File: src/rtl/pc_ir_unit.sv
// pc_ir_unit: multicycle datapath front end.
// Holds PC, IR, MDR and ALUOut, counts IR loads, and latches a sticky flag
// whenever a PC write targets a non-word-aligned address.
module pc_ir_unit #(
    parameter logic [31:0] RESET_PC = 32'h0000_0000,
    parameter int          CNT_W    = 16
) (
    input  logic             clk,
    input  logic             rst_n,
    input  logic             PCWrite,
    input  logic             Branch,
    input  logic [1:0]       PCSrc,
    input  logic             IRWrite,
    input  logic             Zero,
    input  logic [31:0]      ALUResult,
    input  logic [31:0]      MemRdData,
    output logic [31:0]      PC,
    output logic [31:0]      Instr,
    output logic [5:0]       Opcode,
    output logic [31:0]      Data,
    output logic [31:0]      ALUOut,
    output logic [CNT_W-1:0] FetchCount,
    output logic             PCMisaligned
);

    localparam logic [1:0]       SRC_ALU     = 2'b00;
    localparam logic [1:0]       SRC_ALUOUT  = 2'b01;
    localparam logic [1:0]       SRC_JUMP    = 2'b10;
    localparam logic [CNT_W-1:0] CNT_ONE     = {{(CNT_W-1){1'b0}}, 1'b1};

    logic [31:0]      r_pc;
    logic [31:0]      r_instr;
    logic [31:0]      r_mdr;
    logic [31:0]      r_aluout;
    logic [CNT_W-1:0] r_fetch_count;
    logic             r_misaligned;

    logic             w_pc_en;
    logic             w_src_valid;
    logic             w_pc_load;
    logic             w_target_misaligned;
    logic [31:0]      w_target;

    // Branch only writes the PC when the ALU reports equality; PCWrite dominates.
    assign w_pc_en             = PCWrite | (Branch & Zero);
    assign w_src_valid         = (PCSrc != 2'b11);
    assign w_pc_load           = w_pc_en & w_src_valid;
    assign w_target_misaligned = w_pc_load & (w_target[1:0] != 2'b00);

    // Next-PC mux; the jump target uses the pre-edge PC and IR.
    always_comb begin
        w_target = r_pc;
        case (PCSrc)
            SRC_ALU:    w_target = ALUResult;
            SRC_ALUOUT: w_target = r_aluout;
            SRC_JUMP:   w_target = {r_pc[31:28], r_instr[25:0], 2'b00};
            default:    w_target = r_pc;
        endcase
    end

    // PC register; low bits are forced to zero so the PC is always word aligned.
    always_ff @(posedge clk or negedge rst_n) begin
        if (!rst_n) begin
            r_pc <= RESET_PC;
        end else if (w_pc_load) begin
            r_pc <= {w_target[31:2], 2'b00};
        end
    end

    // Sticky misalignment flag, cleared only by reset.
    always_ff @(posedge clk or negedge rst_n) begin
        if (!rst_n) begin
            r_misaligned <= 1'b0;
        end else if (w_target_misaligned) begin
            r_misaligned <= 1'b1;
        end
    end

    // Instruction register and fetch counter advance together on IRWrite.
    always_ff @(posedge clk or negedge rst_n) begin
        if (!rst_n) begin
            r_instr       <= 32'h0;
            r_fetch_count <= '0;
        end else if (IRWrite) begin
            r_instr       <= MemRdData;
            r_fetch_count <= r_fetch_count + CNT_ONE;
        end
    end

    // MDR and ALUOut capture every cycle with no enable.
    always_ff @(posedge clk or negedge rst_n) begin
        if (!rst_n) begin
            r_mdr    <= 32'h0;
            r_aluout <= 32'h0;
        end else begin
            r_mdr    <= MemRdData;
            r_aluout <= ALUResult;
        end
    end

    assign PC           = r_pc;
    assign Instr        = r_instr;
    assign Opcode       = r_instr[31:26];
    assign Data         = r_mdr;
    assign ALUOut       = r_aluout;
    assign FetchCount   = r_fetch_count;
    assign PCMisaligned = r_misaligned;

endmodule

File: config.mk
export PLATFORM = sky130hd
export DESIGN_NAME = pc_ir_unit
export DESIGN_NICKNAME = d
export VERILOG_FILES = /design/src/rtl/pc_ir_unit.sv
export SDC_FILE = /design/constraint.sdc
export NUM_CORES = 1
export LEC_CHECK = 0
export CORE_UTILIZATION = 30
export DETAILED_ROUTE_END_ITERATION = 12
export GPL_ROUTABILITY_DRIVEN = 0
export PLACE_DENSITY_LB_ADDON = 0.15
export SLEW_MARGIN = 30
export SYNTH_ARGS = -nofsm -noshare
export SYNTH_HDL_FRONTEND = slang
export SYNTH_SLANG_ARGS = --single-unit
File: constraint.sdc
create_clock -name clk -period 1.6 [get_ports clk]
set_input_delay 0.16 -clock clk [delete_from_list [all_inputs] [get_ports clk]]
set_output_delay 0.16 -clock clk [all_outputs]
set_load 0.005 [all_outputs]
==> impl_metrics.env <==
export IMPL_status="finished, violations left"
export IMPL_violations="DRC"
export IMPL_drc=26
export IMPL_cp_top_family="buffers and inverters"
export IMPL_synth_yosys_seq_area_share=0.6421
export IMPL_cts_tree="built"
export IMPL_cp_num_cells=1
export IMPL_clk_pin_slew_ns=0.06
export IMPL_crit_end="FetchCount[4]"
export IMPL_core_area_sq_um=18090
export IMPL_synth_distinct_cells=33
export IMPL_skew_ns=0.005933
export IMPL_r2r_cells=5
export IMPL_setup_viol=0
export IMPL_yosysWarnings=0
export IMPL_clk_latency_ns=0.41
export IMPL_critPathMaxStageDelay_ns=0.52
export IMPL_ys_seq_elements=143
export IMPL_ios=223
export IMPL_slew_viol_final=0
export IMPL_fmax_ghz=0.6584
export IMPL_viasPerCell=4.578
export IMPL_place_hpwl_mm=10.34
export IMPL_r2r_end="FetchCount[14]"
export IMPL_antenna_found_initial=1
export IMPL_grt_usage=0.1624
export IMPL_rrSetupSlack_ns=0.18
export IMPL_clock_tree_root_cell="clkbuf_16"
export IMPL_combPwrFrac=0.180
export IMPL_initial_core_util=0.3081
export IMPL_p_sw_mw=2.542
export IMPL_grt_max_degree=52
export IMPL_fin_crit_sh=0.9493
export IMPL_rows=49
export IMPL_p_per_area_nw_per_um2=1206
export IMPL_dieWidth_um=138.3
export IMPL_tns_ns=0
export IMPL_hold_viol_final=0
export IMPL_dr_pass1_iters=8
export IMPL_drive_gt1_frac=0.2006
export IMPL_drt_iter0_drc=202
export IMPL_swShare=0.2418
export IMPL_final_common_cell="clkdlybuf4s50_1"
export IMPL_post_cts_setup_buffers=0
export IMPL_grt_overflow_total=0
export IMPL_die_area_sq_um=19130
export IMPL_wl_per_cell_um=17.11
export IMPL_critPathSlowestCell="clkdlybuf4s50_1"
export IMPL_syn2layout_area_growth_pct=56.38
export IMPL_critPathLaunch="FetchCount[4]"
export IMPL_max_cap_viol_count=0
export IMPL_vias=3969
export IMPL_grt_pass1_vias=4264
export IMPL_start_kind="flop"
export IMPL_grt_pass1_wl_mm=23.94
export IMPL_internal_power_mw=7.971
export IMPL_p_total_mw=10.51
export IMPL_cp_max_fo=5
export IMPL_netlist_instances=398
export IMPL_leakage_nw=3.579
export IMPL_cts_buffer_depth=2
export IMPL_r2r_start="FetchCount[1]"
export IMPL_period_minus_slack_ns=1.519
export IMPL_cp_data_required_time_ns=1.44
export IMPL_routed_wl_mm=14.83
export IMPL_seqPwrFrac=0.408
export IMPL_final_cell_mix="clkdlybuf4s50_1 (215), dfrtp_1 (140), mux2_2 (59)"
export IMPL_pwr_share_clk=0.412
export IMPL_ctsHtreeMaxLevel=4
export IMPL_cts_sinks=143
export IMPL_synth_area_sq_um=5573
export IMPL_port_buffers=220
export IMPL_rsz0062_at_grt="no"
export IMPL_critPathArrivalTime_ns=1.36
export IMPL_min_delay_path_class="input port to flop"
export IMPL_diodes=0
export IMPL_die_y_um=138.3
export IMPL_ant_nets=0
export IMPL_critPathBufInv=1
export IMPL_cts_made_buffers=17
export IMPL_syn_avg_cell_area_sq_um=14.00
export IMPL_crit_type="flop to output pin"
export IMPL_crit_chain="clkdlybuf4s50_1"
export IMPL_fin_nets=698
export IMPL_cp_end_kind="output pin"
export IMPL_ir_drop_v=0.0007091
## layout make-up
type | instances | area (sq um)
Fill cell | 1605 | 9371
Sequential cell | 143 | 3582
Timing Repair Buffer | 240 | 2441
Multi-Input combinational cell | 222 | 1759
Clock buffer | 18 | 429.2
Tap cell | 229 | 286.5
Clock inverter | 14 | 212.7
Inverter | 1 | 3.754
## power by group through the flow
stage	registers, mW	clock network, mW	logic, mW
5_1_grt	4.35	4.63	2.04
3_3_place_gp	4.34	0	1.90
4_1_cts	4.30	4.45	1.93
3_5_place_dp	4.35	0	1.92
2_1_floorplan	4.34	0	0.653
6_report	4.29	4.33	1.89
## cell usage after synthesis
| cell | count | area (sq um) |
|---|---|---|
| o21ai_0 | 4 | 20.02 |
| buf_4 | 10 | 75.07 |
| a21o_1 | 1 | 7.510 |
| conb_1 | 1 | 3.750 |
| buf_6 | 9 | 101.4 |
| o31ai_1 | 26 | 195.2 |
| a211oi_1 | 1 | 7.510 |
| and4_4 | 1 | 11.26 |
| nand3_4 | 1 | 17.52 |
| nand2_1 | 9 | 33.78 |
| and3_1 | 2 | 12.51 |
| clkbuf_2 | 1 | 5.000 |
| nand2b_2 | 1 | 8.760 |
| inv_1 | 1 | 3.750 |
| dfrtp_1 | 143 | 3578 |
| nor3_2 | 1 | 10.01 |
| and3_4 | 2 | 22.52 |
| or2_2 | 1 | 6.260 |
| nand2b_1 | 26 | 162.7 |
| nor3_1 | 1 | 5.000 |
| o22ai_1 | 26 | 162.7 |
| buf_2 | 10 | 50.05 |
| nor2_1 | 4 | 15.01 |
| nand4_1 | 4 | 25.02 |
| ha_1 | 1 | 12.51 |
| mux2_2 | 59 | 664.4 |
| xor2_1 | 5 | 43.79 |
| a21oi_2 | 6 | 52.55 |
| xnor2_1 | 10 | 87.58 |
| clkbuf_1 | 3 | 11.26 |
| a21oi_1 | 21 | 105.1 |
| mux2i_1 | 4 | 40.04 |
| nand3_1 | 3 | 15.01 |
## flip-flops by register name (all words and copies together) (netlist names)
register / cells
PCMisaligned: 1
ALUOut: 32
Data: 32
PC: 30
FetchCount: 16
Instr: 32
## worst min-delay path by stage
stage	from	end	slack, ns	cells past startpoint
final	MemRdData[16]	Data[16]	0.21	1
after global routing	MemRdData[29]	Data[29]	0.19	1
after CTS	MemRdData[19]	Data[19]	0.19	1
after detailed placement	rst_n	ALUOut[11]	0.10	1
after global placement	rst_n	ALUOut[9]	0.1	1
after floorplan	rst_n	ALUOut[0]	-0.14	0
## logic make-up after synthesis
logic type	share of synthesized area
DFF	0.6421
AOI/OAI and AO/OA	0.09879
muxes	0.1264
and+or+nand+nor	0.06196
buffers and inverters	0.04423
xor gates and xnor gates	0.02357
adders and majority gates	0.002245
other	0.0006729
## stage by stage
| stage | hold WS (ns) | std cells | setup slack, ns | util | instance area, sq um |
|---|---|---|---|---|---|
| 6_report | 0.2128 | 867 | 0.08107 | 0.4818 | 8715 |
| 4_1_cts | 0.1931 | 867 | 0.01273 | 0.4814 | 8707 |
| 5_1_grt | 0.1894 | 867 | 0.01609 | 0.4818 | 8715 |
| 3_5_place_dp | 0.1005 | 834 | 0.03371 | 0.4453 | 8054 |
| 3_3_place_gp | 0.09962 | 834 | 0.08828 | 0.4453 | 8054 |
| 2_1_floorplan | -0.1356 | 399 | 0.2740 | - | 5577 |
## per-layer routing
metal | share of wire | vias up | global-route usage
met5 | 0 | - | 0
met2 | 0.49 | 132 | 0.2734
met1 | 0.43 | 1962 | 0.1951
met3 | 0.066 | 8 | 0.05923
li1 | - | 1867 | -
met4 | 0.0098 | 0 | 0.04613
## what timing repair did
item,in CTS,in global routing
hold buffers,1,0
hold endpoints to repair,36,0
gates resized for setup,1,4
endpoints found under the setup margin,1,4
Note: power is estimated with default switching activity, not from simulation.
